===== src/rtl/rv32i_pkg.sv =====
// Shared RV32I encodings for the memory stage: load/store funct3 values
// and the memory-access FSM state type.
package rv32i_pkg;

  localparam logic [2:0] FUNCT3_LB  = 3'b000;
  localparam logic [2:0] FUNCT3_LH  = 3'b001;
  localparam logic [2:0] FUNCT3_LW  = 3'b010;
  localparam logic [2:0] FUNCT3_LBU = 3'b100;
  localparam logic [2:0] FUNCT3_LHU = 3'b101;
  localparam logic [2:0] FUNCT3_SB  = 3'b000;
  localparam logic [2:0] FUNCT3_SH  = 3'b001;
  localparam logic [2:0] FUNCT3_SW  = 3'b010;

  typedef enum logic {
    IDLE = 1'b0,
    WAIT = 1'b1
  } state_t;

endpackage


===== src/rtl/load_store_align.sv =====
// Combinational byte-lane steering for stores, alignment check, and
// load-lane extraction with sign/zero extension.
module load_store_align
  import rv32i_pkg::*;
(
  input  logic [1:0]  addr_i,
  input  logic [2:0]  func3_i,
  input  logic        mem_read_i,
  input  logic        mem_write_i,
  input  logic [31:0] store_data_i,
  input  logic [31:0] rdata_i,
  output logic        misaligned_o,
  output logic [3:0]  wstrb_o,
  output logic [31:0] wdata_o,
  output logic [31:0] load_data_o
);

  logic [31:0] lane;

  // Undefined widths are rejected the same way as misaligned addresses.
  always_comb begin
    misaligned_o = 1'b0;
    if (mem_read_i) begin
      case (func3_i)
        FUNCT3_LB, FUNCT3_LBU: misaligned_o = 1'b0;
        FUNCT3_LH, FUNCT3_LHU: misaligned_o = addr_i[0];
        FUNCT3_LW:             misaligned_o = |addr_i;
        default:               misaligned_o = 1'b1;
      endcase
    end else if (mem_write_i) begin
      case (func3_i)
        FUNCT3_SB: misaligned_o = 1'b0;
        FUNCT3_SH: misaligned_o = addr_i[0];
        FUNCT3_SW: misaligned_o = |addr_i;
        default:   misaligned_o = 1'b1;
      endcase
    end
  end

  always_comb begin
    wstrb_o = '0;
    wdata_o = store_data_i;
    if (mem_write_i) begin
      case (func3_i)
        FUNCT3_SB: begin
          wstrb_o = 4'b0001 << addr_i;
          wdata_o = {4{store_data_i[7:0]}};
        end
        FUNCT3_SH: begin
          wstrb_o = 4'b0011 << addr_i;
          wdata_o = {2{store_data_i[15:0]}};
        end
        FUNCT3_SW: wstrb_o = 4'b1111;
        default:   wstrb_o = '0;
      endcase
    end
  end

  assign lane = rdata_i >> {addr_i, 3'b000};

  always_comb begin
    load_data_o = lane;
    case (func3_i)
      FUNCT3_LB:  load_data_o = {{24{lane[7]}}, lane[7:0]};
      FUNCT3_LH:  load_data_o = {{16{lane[15]}}, lane[15:0]};
      FUNCT3_LBU: load_data_o = {24'b0, lane[7:0]};
      FUNCT3_LHU: load_data_o = {16'b0, lane[15:0]};
      default:    load_data_o = lane;
    endcase
  end

endmodule


===== src/rtl/mem_stage.sv =====
// RV32I memory stage: EX/MEM register, req/ready data-memory access with
// timeout abort, and registered write-back outputs.
module mem_stage #(
  parameter int unsigned MAX_WAIT = 15
) (
  input  logic        clk,
  input  logic        rst,
  input  logic        ex_valid,
  input  logic [31:0] ex_alu_result,
  input  logic [31:0] ex_store_data,
  input  logic [2:0]  ex_func3,
  input  logic [4:0]  ex_rd_addr,
  input  logic        ex_reg_write,
  input  logic        ex_mem_read,
  input  logic        ex_mem_write,
  input  logic        ex_mem_to_reg,
  output logic        stall,
  output logic        dmem_req,
  output logic        dmem_we,
  output logic [31:0] dmem_addr,
  output logic [3:0]  dmem_wstrb,
  output logic [31:0] dmem_wdata,
  input  logic [31:0] dmem_rdata,
  input  logic        dmem_ready,
  output logic [4:0]  mem_rd_addr,
  output logic        mem_reg_write,
  output logic        mem_is_load,
  output logic        wb_valid,
  output logic        wb_reg_write,
  output logic [4:0]  wb_rd_addr,
  output logic [31:0] wb_data,
  output logic        misalign,
  output logic        bus_err
);
  import rv32i_pkg::*;

  localparam int unsigned       CNT_W    = $clog2(MAX_WAIT + 1);
  localparam logic [CNT_W-1:0]  CNT_LAST = CNT_W'(MAX_WAIT - 1);

  logic        s_valid_q, s_reg_write_q, s_mem_read_q, s_mem_write_q, s_mem_to_reg_q;
  logic [31:0] s_alu_q, s_store_q;
  logic [2:0]  s_func3_q;
  logic [4:0]  s_rd_q;

  logic        wb_valid_q, wb_reg_write_q, misalign_q, bus_err_q;
  logic [4:0]  wb_rd_q;
  logic [31:0] wb_data_q;

  state_t           state_q, state_d;
  logic [CNT_W-1:0] cnt_q, cnt_d;

  logic        align_mis, misaligned, timeout, abort;
  logic [31:0] load_data;

  always_ff @(posedge clk or posedge rst) begin
    if (rst) begin
      s_valid_q      <= 1'b0;
      s_alu_q        <= '0;
      s_store_q      <= '0;
      s_func3_q      <= '0;
      s_rd_q         <= '0;
      s_reg_write_q  <= 1'b0;
      s_mem_read_q   <= 1'b0;
      s_mem_write_q  <= 1'b0;
      s_mem_to_reg_q <= 1'b0;
    end else if (!stall) begin
      s_valid_q      <= ex_valid;
      s_alu_q        <= ex_alu_result;
      s_store_q      <= ex_store_data;
      s_func3_q      <= ex_func3;
      s_rd_q         <= ex_rd_addr;
      s_reg_write_q  <= ex_reg_write;
      s_mem_read_q   <= ex_mem_read;
      s_mem_write_q  <= ex_mem_write;
      s_mem_to_reg_q <= ex_mem_to_reg;
    end
  end

  load_store_align u_align (
    .addr_i       (s_alu_q[1:0]),
    .func3_i      (s_func3_q),
    .mem_read_i   (s_mem_read_q),
    .mem_write_i  (s_mem_write_q),
    .store_data_i (s_store_q),
    .rdata_i      (dmem_rdata),
    .misaligned_o (align_mis),
    .wstrb_o      (dmem_wstrb),
    .wdata_o      (dmem_wdata),
    .load_data_o  (load_data)
  );

  assign misaligned    = s_valid_q & (s_mem_read_q | s_mem_write_q) & align_mis;
  assign dmem_req      = s_valid_q & (s_mem_read_q | s_mem_write_q) & ~align_mis;
  assign dmem_we       = s_mem_write_q;
  assign dmem_addr     = {s_alu_q[31:2], 2'b00};
  assign timeout       = dmem_req & (cnt_q == CNT_LAST);
  assign abort         = timeout & ~dmem_ready;
  assign stall         = dmem_req & ~dmem_ready & ~timeout;
  assign mem_rd_addr   = s_rd_q;
  assign mem_reg_write = s_valid_q & s_reg_write_q;
  assign mem_is_load   = s_valid_q & s_mem_read_q;

  always_ff @(posedge clk or posedge rst) begin
    if (rst) begin
      state_q <= IDLE;
      cnt_q   <= '0;
    end else begin
      state_q <= state_d;
      cnt_q   <= cnt_d;
    end
  end

  // The counter also advances on the IDLE->WAIT edge, so it holds the number
  // of cycles already spent un-acked; timeout lands on the MAX_WAIT-th cycle.
  always_comb begin
    state_d = state_q;
    cnt_d   = '0;
    case (state_q)
      IDLE:    if (stall)  state_d = WAIT;
      WAIT:    if (!stall) state_d = IDLE;
      default: state_d = IDLE;
    endcase
    if (stall) cnt_d = cnt_q + 1'b1;
  end

  always_ff @(posedge clk or posedge rst) begin
    if (rst) begin
      wb_valid_q     <= 1'b0;
      wb_reg_write_q <= 1'b0;
      wb_rd_q        <= '0;
      wb_data_q      <= '0;
      misalign_q     <= 1'b0;
      bus_err_q      <= 1'b0;
    end else if (stall) begin
      wb_valid_q     <= 1'b0;
      wb_reg_write_q <= 1'b0;
      misalign_q     <= 1'b0;
      bus_err_q      <= 1'b0;
    end else begin
      wb_valid_q     <= s_valid_q;
      wb_reg_write_q <= s_valid_q & s_reg_write_q & ~misaligned & ~abort;
      wb_rd_q        <= s_rd_q;
      wb_data_q      <= s_mem_to_reg_q ? load_data : s_alu_q;
      misalign_q     <= misaligned;
      bus_err_q      <= abort;
    end
  end

  assign wb_valid     = wb_valid_q;
  assign wb_reg_write = wb_reg_write_q;
  assign wb_rd_addr   = wb_rd_q;
  assign wb_data      = wb_data_q;
  assign misalign     = misalign_q;
  assign bus_err      = bus_err_q;

endmodule


===== config.mk =====
export PLATFORM = sky130hd
export DESIGN_NAME = mem_stage
export DESIGN_NICKNAME = d
export VERILOG_FILES = /design/src/rtl/rv32i_pkg.sv /design/src/rtl/load_store_align.sv /design/src/rtl/mem_stage.sv
export SDC_FILE = /design/constraint.sdc
export NUM_CORES = 1
export LEC_CHECK = 0
export ABC_CLOCK_PERIOD_IN_PS = 5600
export CAP_MARGIN = 40
export CORE_ASPECT_RATIO = 1.2
export CORE_MARGIN = 2
export CORE_UTILIZATION = 35
export CTS_CLUSTER_SIZE = 8
export DETAILED_ROUTE_END_ITERATION = 8
export DONT_BUFFER_PORTS = 1
export PLACE_DENSITY = 0.54
export SYNTH_ARGS = -nofsm -noshare
export SYNTH_HDL_FRONTEND = slang
export SYNTH_SLANG_ARGS = --single-unit
export TNS_END_PERCENT = 50

===== constraint.sdc =====
create_clock -name clk -period 5.6 [get_ports clk]
set_clock_uncertainty 0.1 [all_clocks]
set_input_delay 1.4 -clock clk [delete_from_list [all_inputs] [get_ports clk]]
set_output_delay 1.4 -clock clk [all_outputs]
set_load 0.01 [all_outputs]

[Word level (Yosys, flattened, before mapping)]
Index checks and enable logic that the tools add are counted.
Cells by class
  $add $sub $neg: 1
  eq/ne operators: 5
  shifts and indexed selects: 3
  multiplexer cells: 15
  bitwise gates (word level): 17
  reductions and logical operators: 4
Operators with widths (count)
  one-hot mux 32 bit (4 select lines): 1
  two-way mux 32 bit: 2
  one-hot mux 32 bit (2 select lines): 1
  >> shifter 32 x 5 -> 32 bit: 1
  one-hot mux 4 bit (3 select lines): 1
  bitwise AND 1 bit: 11
  two-way mux 4 bit: 2
  equality test 3 bit, second input constant: 2
  two-way mux 1 bit: 6
  one-hot mux 1 bit (3 select lines): 2
  OR reduction 2 bit: 3
  inverter 1 bit: 5
  adder 4 x 1 -> 4 bit, second input constant: 1
  equality test 4 bit, second input constant: 1
  << shifter 1 x 2 -> 4 bit, first input constant: 1
  << shifter 2 x 2 -> 4 bit, first input constant: 1
  equality test 3 x 1 -> 1 bit, second input constant: 1
  equality test 3 x 2 -> 1 bit, second input constant: 1
  zero test 3 bit: 1
  bitwise OR 1 bit: 1
Word-level totals
  register bits after elaboration: 122
  input bits: 112
  output and inout bits: 119
  logic and storage cells: 61

[Longest topological paths before layout]
Gate-level depths: netlist of run 1.
  depth after elaboration: 11
  mapped depth: 8
  mapped depth without buffers: 6

[Modules after synthesis]
From an unflattened synthesis of run 1, not the netlist that was laid out.
Unflattened totals
  cells, all modules: 530
  area, all modules: 6613.8 um^2
By module, submodules not included
  mem_stage: instances 1, cells each 341, area an instance 5245.0 um^2, sequential area each 3052.9 um^2
  load_store_align: instances 1, cells each 189, area an instance 1368.8 um^2, sequential area each 0.0 um^2

[Least setup slack after synthesis of run 1]
No wires, ideal clock.
  kind: in2out
  start point: in dmem_ready
  end point: out stall
  arrival time: 2.201 ns
  required time: 4.100 ns
  slack: 1.899 ns
  cell stages on the path: 5
  path buffers: 2
  cell sequence: nor3_4 > nand2_2 > buf_6 > buf_2 > inv_1
Between the ends
  cells in the longest elaborated chain, start to end: 3
Ends and longest elaborated chain
  start: declaration: line mem_stage.sv:24  | input logic dmem_ready,
  inverter 1 bit: line mem_stage.sv:98  | assign stall = dmem_req & ~dmem_ready & ~timeout;
  bitwise AND 1 bit (2 in series): line mem_stage.sv:98
  end: declaration: line mem_stage.sv:17  | output logic stall,
Every way passes these cells.

[Final worst setup path of run 1]
  start point: reg s_mem_write_q (netlist: dmem_we)
  end point: out dmem_wdata[15]
Between the ends
  cells in the longest elaborated chain, start to end: 1
Ends and longest elaborated chain
  start: declaration: line mem_stage.sv:40  | logic s_valid_q, s_reg_write_q, s_mem_read_q, s_mem_write_q, s_mem_to_reg_q;
  start signal: assignment: line mem_stage.sv:74  | s_mem_write_q <= ex_mem_write;
  two-way mux 32 bit: line load_store_align.sv:43  | if (mem_write_i) begin
  end: declaration: line mem_stage.sv:22  | output logic [31:0] dmem_wdata,
Every way passes these cells.

==> results summary, run 1 <==
The run finished with clean final reports. For this run, the share of the core covered by cells in the final layout is a little under two fifths. In this run the count of I/O pins placed on the die edge is 231. At the worst endpoint, the required time is between 4 and 5 ns. The area of the placeable core came out at 19480 um^2. The first-pass detailed-route iteration total is 5. STA classifies the critical path endpoint as an output port.

The fill cell instance count of the final layout is 1953. Of the post-synthesis cell area, the part taken by muxes is 29.81%. In this run the cell area measured after placement is 6783 um^2.

The TritonCTS buffer count came out at 17. The Yosys step of the flow raised 0 warnings. The synthesis-to-layout area growth is 6.774%. The leakage power total came out at 3.497 nW. CTS placed an instance of clkbuf_16 at the clock tree root. The clock period could shrink to between 4 and 5 ns. The worst reg-to-reg path cell count is 6. After synthesis, the largest area contributor takes up around 44% of total cell area.

By instance count, the leading cell after synthesis is dfrtp_1. The number of buffers and inverters on the critical path came out at 1. The depth of the CTS H-tree came out at 4. Setup repair after global routing left no endpoint under its margin. Broken down by cell family, the worst path's largest delay share belongs to simple AND/OR/NAND/NOR gates.

The power density relative to cell area came out at 343.6 nW/um^2. The class of the most critical hold timing path is flip-flop to flip-flop. The placement row count is 56. The post-synthesis compound-gate area fraction is 6.792%. The biggest fanout along the worst timing path came out at 25. The worst hold path terminates at cnt_q[0]. In the routed design, unresolved DRC markers number 0. The clock edge transition at the registers on the reported setup and hold paths is ~0.060 ns. The post-route standard cell area excluding fillers is 7376 um^2. The worst register-to-register path begins at s_alu_q[0]. The detail route stage leaves a number of antenna-violating nets equal to 0. The unique cell type count in the Yosys netlist is 43. Entering global routing, the biggest net connects 71 pins.

In the final layout, the share of cells above drive strength 1 is 33.84%. Detailed routing inserted a total of 4036 vias. The count of max-cap constraint violations came out at 0.

The final hold violation count is 0. The final hold slack came out at 0.3932 ns. The endpoint of the lowest-slack register-to-register path is mem_rd_addr[1]. The number of antenna violations at the first check in global routing was 0.

The routed wire length per instance came out at about 22 um. The number of global-route vias before repair was 4232. Data on the critical path arrives at its endpoint at about 2.6 ns. In this run the tightest slew margin relative to its limit is 46.39%. The number of nets at the end of the flow is 627. The synthesized design contains 122 register bits. Traced cell by cell, the critical path runs through nor3b_2 > buf_4 > nor2b_1 > mux2_2. The share of flip-flops with an asynchronous set or reset came out at 100.0%. Summed over all instances, the cell type with the most area after synthesis is dfrtp_1.

The estimated wirelength of the detail-placed design came out at 12510 um. Buffers added to address setup during post-CTS repair amount to 0. The final critical path takes up 73.62% of the cycle. The global-route usage over all layers came out at 16.49%. At the end of routability-driven placement, the weighted congestion stood at 0.7697. The combined area of the multi-input logic cells is 3227 um^2.

The total wirelength of the detailed-routed design came out at between 15000 and 20000 um. For this design, the CTS-stage hold fixing added 0 buffers. Ranked by instance count, the synthesized netlist is headed by dfrtp_1 (122), mux2_4 (68), mux2i_1 (54).

The area share of and/or/nand/nor cells after synthesis came out at about 9%. The maximum clock path buffer count came out at 2. The CTS sink count is around 120. The final-report setup violation count is 0. The share of the yosys chip area belonging to registers is 44.19%. The power after layout is approximately 0.0025 W. The number of enable flip-flop cells after synthesis is 0. The overall die area came out at 20880 um^2. The overall die width is 132.2 um. The total count of max-transition violations in the final report came out at 0.

The nature of the critical path startpoint is a flip-flop. By area, the combinational part of the netlist is dominated by multiplexers. Of the total synthesized cell area, the portion taken by full adders, half adders and majority gates is less than 1%.

The synthesized netlist devotes 0.3804% of its cell area to XOR and XNOR gates. For the pin with the worst max-slew slack, the measured transition is about 0.80 ns. The mean number of vias per cell is 5.128.

The largest single stage delay on the critical path is between 0.6 and 0.7 ns. The count of cells resized by post-cts repair is 0. The initial detailed-routing violation count came out at 221. Setup slack on the worst reg-to-reg path comes out at approximately 2.5 ns. Along the worst hold path, the cell count comes to 1. In the synthesized netlist the dominant register cell turns out to be dfrtp_1. Global routing finished with a remaining overflow of 0. In this run the most critical hold path is launched from cnt_q[0]. The highest attainable clock frequency came out at 242.6 MHz. Across the VDD grid, the largest voltage drop is 0.1946 mV. The floorplan die height came out at approximately 160 um. Sorting the synthesized cells by area gives the leading types as dfrtp_1 (44%), mux2_4 (15%), mux2i_1 (7.8%). In the synthesized netlist, the number of instances is 563. The number of antenna diodes is 0. TritonCTS built the clock tree. The first-pass GRT wire length is 25940 um. The kind of critical path is flip-flop to output port.

The average instance area after synthesis came out at roughly 12 um^2. The largest individual stage delay along the critical path comes from the cell nor2b_1. The total negative slack for setup checks came out at 0 ns. The initial core utilization came out at 35.46%.

The cell area after synthesis came out at 6908 um^2. The combined flip-flop and latch cell area came out at 3055 um^2. The number of buffers added on ports is 0. The clock network latency to the later pin of the worst-skew pair came out at just over 0.4 ns.
[power by group]
part / internal (W) / switching, W / total, W
Clock: 0.000693 / 0.000410 / 0.00110
Combinational: 0.000177 / 0.000172 / 0.000349
Sequential: 0.000967 / 0.000116 / 0.00108
Total: 0.00184 / 0.000698 / 0.00253
[sequential cells by signal, summed over array words and instances (netlist names), 3 cells and up]
| name | cells |
|---|---|
| cnt_q | 4 |
| mem_rd_addr | 5 |
| s_alu_q | 32 |
| s_func3_q | 3 |
| s_store_q | 32 |
| wb_data | 32 |
| wb_rd_addr | 5 |
[cell usage in the layout (no fill, tap or decap), types with 3 or more instances in the layout]
cell       netlist  layout
and3_1           8       8
mux2_4          68      68
a21oi_1         21      21
clkbuf_1        10       3
clkinv_4         0       4
mux2i_1         54      54
or2_2           16      16
dfrtp_1        122     120
buf_4           46       8
inv_1           23      22
clkbuf_16        0      17
nand3b_1         7       7
o211ai_1         8       8
nand2b_1         9       9
a2bb2oi_1        8       8
mux2_2          42      42
nor2_1          27      27
nor2b_1         12      12
and2_1           3       3
o41ai_1         16      16
a22o_1           3       3
nand3_1          8       8
clkbuf_8         0       3
[worst register-to-register path: cells and delay by family, from the launching register on]
| kind | cells | cell delay (ns) |
|---|---|---|
| simple gates | 1 | 0.43 |
| mux | 1 | 0.38 |
| flops | 1 | 0.36 |
| compound gates | 2 | 0.61 |
| buf+inv | 2 | 1.11 |
[layout make-up]
class	count	share of cell area [%]
clock buffers	23	6.480
clock inverters	9	1.561
inverters	23	1.238
multi-input cells	339	43.75
flip-flops and latches	122	41.42
well taps	261	4.427
repair buffers	10	1.120
[worst max-delay path by stage]
| stage | cells past startpoint | endpoint | startpoint | slack, ns |
|---|---|---|---|---|
| 6_report | 4 | dmem_wdata[15] | dmem_we | 1.48 |
| 5_1_grt | 4 | dmem_wdata[9] | dmem_we | 1.34 |
| 4_1_cts | 4 | dmem_wdata[9] | dmem_we | 1.41 |
| 3_5_place_dp | 3 | stall | dmem_ready | 1.68 |
| 3_3_place_gp | 3 | stall | dmem_ready | 1.70 |
| 2_1_floorplan | 1 | bus_err | rst | 0.86 |
[per-stage QoR]
stage | cells | worst slack, ns
floorplan | 564 | 0.8575
global placement | 753 | 1.704
detailed placement | 755 | 1.684
finish | 787 | 1.477
global route | 787 | 1.339
CTS | 787 | 1.414
[metal layers]
metal	share of wire (%)	routed length [um]	GRT usage [%]
met2	49	8326	27.75
met3	11	1893	8.293
met5	0	0	0
met4	1.2	212	5.069
met1	39	6654	18.37
[logic make-up (layout without fill, tap and decap cells)]
group                      after synthesis  in the layout
AOI/OAI and AO/OA                       62             62
xor gates and xnor gates                 3              3
adders and majority gates                2              2
buffers and inverters                  103             65
DFF                                    122            122
muxes                                  166            166
other                                    1              2
and+or+nand+nor                        104            104
No activity file was read; power rests on OpenSTA's default activity.
==> inputs of run 2 (changes only) <==
--- a/config.mk
+++ b/config.mk
@@ -5,7 +5,7 @@
 export SDC_FILE = /design/constraint.sdc
 export NUM_CORES = 1
 export LEC_CHECK = 0
-export ABC_CLOCK_PERIOD_IN_PS = 5600
+export ABC_CLOCK_PERIOD_IN_PS = 4300
 export CAP_MARGIN = 40
 export CORE_ASPECT_RATIO = 1.2
 export CORE_MARGIN = 2
==> constraint.sdc (replaced) <==
create_clock -name clk -period 4.3 [get_ports clk]
set_clock_uncertainty 0.1 [all_clocks]
set_input_delay 1.075 -clock clk [delete_from_list [all_inputs] [get_ports clk]]
set_output_delay 1.075 -clock clk [all_outputs]
set_load 0.01 [all_outputs]
==> run 2 against run 1 <==
  * Cell count shrank 0.64%
  * Critical path depth is the same
  * Utilization shrank 0.15 points
  * First-iteration DRC count shrank 17%
  * Highest routed layer unchanged
  * Critical path type unchanged
  * Largest cell class unchanged
  * Via count shrank 0.47%
  * Total power grew 27%
  * Non-clock buffer count shrank 2
  * Design area shrank 0.41%
  * Count of clock-buffer cells in the layout is the same
  * Clock power grew 22%
==> results summary, run 2 (same netlist as run 1, synthesis figures left out) <==
The flow ran to the end, and the final reports show no timing, DRC or antenna violations. CTS placed an instance of clkbuf_16 at the clock tree root. The depth of the CTS H-tree is 4 (unchanged). The estimated wirelength of the detail-placed design came out at 11780 um (-5.8%). The floorplan die height was 157.9 um (unchanged). The buffer count from post-CTS setup fixing came out at 0 (unchanged). The total congestion overflow is 0 (unchanged). Leaving out fill and tap cells, the most frequent cells in the layout are dfrtp_1 (120), mux2_4 (68), mux2i_1 (54).

The largest net degree at the start of global routing is 123 (+73%). The startpoint identified for the worst register-to-register timing path is s_func3_q[0]. The initial core utilization is 35.46% (unchanged). The overall die width came out at 132.2 um (unchanged). The post-route clock period utilization is between 80% and 90%. The number of antenna diodes is 0 (unchanged).

The final period demand of the worst path came out at 3.780 ns. The endpoint identified for the worst register-to-register timing path is s_store_q[31]. The number of global-route vias before repair was 4241 (+0.21%).

The final-report setup violation count is 0 (unchanged). The placement row count came out at 56 (unchanged). The routed wire length per instance came to 21.25 um (-2.1%). The remaining antenna violation count came to 0 (unchanged). The fraction of layout cells with a size suffix above 1 is 33.40% (-0.44 points). The number of antenna violations at the first check in global routing came out at 0 (unchanged). The worst IR drop on VDD came to 0.2575 mV (+32%). The setup slack of the most critical reg-to-reg path came out at 1.34 ns (-1.17 ns). The number of remaining DRC errors is 0 (unchanged). The worst setup path is launched from a flip-flop. The power after layout was 0.003208 W (+27%).

The total wirelength of the detailed-routed design came out at 16620 um (-2.8%). The count of cells resized by post-cts repair came out at 0 (unchanged). The first-pass detailed-route iteration total is 4 (-1). The relative slew slack came out at 36.19% (-10 points). The clock edge transition at the registers on the reported setup and hold paths came out at 0.05 ns (about the same). The setup slack after layout is 0.5197 ns (-0.9575 ns). The total count of max-transition violations in the final report came out at 0 (unchanged). The global-route usage over all layers is 15.95% (-0.54 points). The arrival time at the worst endpoint came to 2.61 ns (about the same). The worst reg-to-reg path cell count came out at 5 (-1).

The TritonCTS buffer count came to 17 (unchanged). The initial detailed-routing violation count came out at 183 (-17%). The transition time at the pin with the least slew margin came out at 0.9572 ns (+0.1530 ns). The overall die area came to 20880 um^2 (unchanged). The global placer's final weighted congestion came to 0.7575 (-1.6%).

The power density relative to cell area is 436.7 nW/um^2 (+27%). The first-pass GRT wire length is 25510 um (-1.7%). The synthesis-to-layout area growth came out at 6.340%.

The post-cts hold buffer count came out at 0 (unchanged). The mean number of vias per cell came out at 5.137 (+0.17%). Setup repair after global routing left no endpoint under its margin. The total negative slack for setup checks is 0 ns (unchanged).

The required time reported for the critical path endpoint came out at 3.12 ns (-0.98 ns). The clock tree from TritonCTS is built. The leakage power total is 3.474 nW (-0.65%). The maximum clock path buffer count is 2 (unchanged).

The number of buffers added on ports is 0 (unchanged). The total vias in the final route was 4017 (-0.47%). The CTS sink count came to 122 (unchanged). The worst setup path is of the flip-flop to output port kind.

The most critical setup path has its startpoint at dmem_we. The area of the placeable core is 19480 um^2 (unchanged). The number of nets at the end of the flow is 625 (-0.32%). The final hold slack is 0.4024 ns (+0.009211 ns).

The fill cell instance count of the final layout came out at 1936 (-0.87%). The count of max-cap constraint violations is 0 (unchanged). The number of top-level pins was 231 (unchanged). The critical path ends at dmem_wdata[9]. The highest attainable clock frequency came out at about 260 MHz. The clock network latency to the later pin of the worst-skew pair is 0.41 ns (about the same). The biggest fanout along the worst timing path is 25 (unchanged). The worst setup path is captured at an output port.

The final hold violation count came out at 0 (unchanged). The worst slack after detailed placement came out at 0.8934 ns (-0.7902 ns). Leaving out fill and tap cells, the most frequent cell in the layout is dfrtp_1. The path class of the tightest hold or removal check is flip-flop to flip-flop.
[run 2: cell count changes in the layout (fill, tap and decap cells not counted), sizes merged]
cell,previous run,this run
clkinv,5,2
buf,10,8
clkinvlp,2,4
bufinv,2,1
inv,23,22
[run 2: per-layer routing]
layer	track usage, %	vias to the layer above	wire [um]
met2	25.72	177	7982
met4	5.991	0	310
met3	7.173	17	1645
met1	18.78	1987	6677
met5	0	-	0
li1	-	1836	-
[run 2: worst min-delay path by stage]
| stage | start | endpoint | cells past startpoint |
|---|---|---|---|
| 6_report | cnt_q[0] | cnt_q[0] | 1 |
| 5_1_grt | cnt_q[0] | cnt_q[0] | 1 |
| 4_1_cts | cnt_q[0] | cnt_q[0] | 1 |
| 3_5_place_dp | cnt_q[0] | cnt_q[0] | 1 |
| 3_3_place_gp | cnt_q[0] | cnt_q[0] | 1 |
| 2_1_floorplan | cnt_q[0] | cnt_q[0] | 1 |
[run 2: critical path, stage by stage (launching register included)]
cell	delay [ns]
dfrtp_1	0.51
nor3b_2	0.24
buf_4	0.31
nor2b_1	0.67
mux2_2	0.46
[run 2: area by class of cell]
| type | count | area, um^2 | area share, % |
|---|---|---|---|
| Multi-Input combinational cell | 339 | 3227 | 43.93 |
| Clock buffer | 23 | 488.0 | 6.643 |
| Timing Repair Buffer | 8 | 92.59 | 1.260 |
| Clock inverter | 6 | 66.31 | 0.9027 |
| Sequential cell | 122 | 3055 | 41.59 |
| Tap cell | 261 | 326.6 | 4.446 |
| Inverter | 23 | 90.09 | 1.226 |
[run 2: power breakdown]
part | internal [W] | leakage, nW | switching (W)
Combinational | 0.000233 | 1.77 | 0.000218
Clock | 0.000846 | 0.263 | 0.000497
Sequential | 0.00126 | 1.44 | 0.000154
[run 2: stage by stage]
| stage | util, % | instances | instance area [um^2] |
|---|---|---|---|
| CTS | 37.71 | 782 | 7346 |
| global route | 37.71 | 782 | 7346 |
| floorplan | - | 564 | 6915 |
| global placement | 34.75 | 751 | 6769 |
| finish | 37.71 | 782 | 7346 |
| detailed placement | 34.87 | 753 | 6792 |
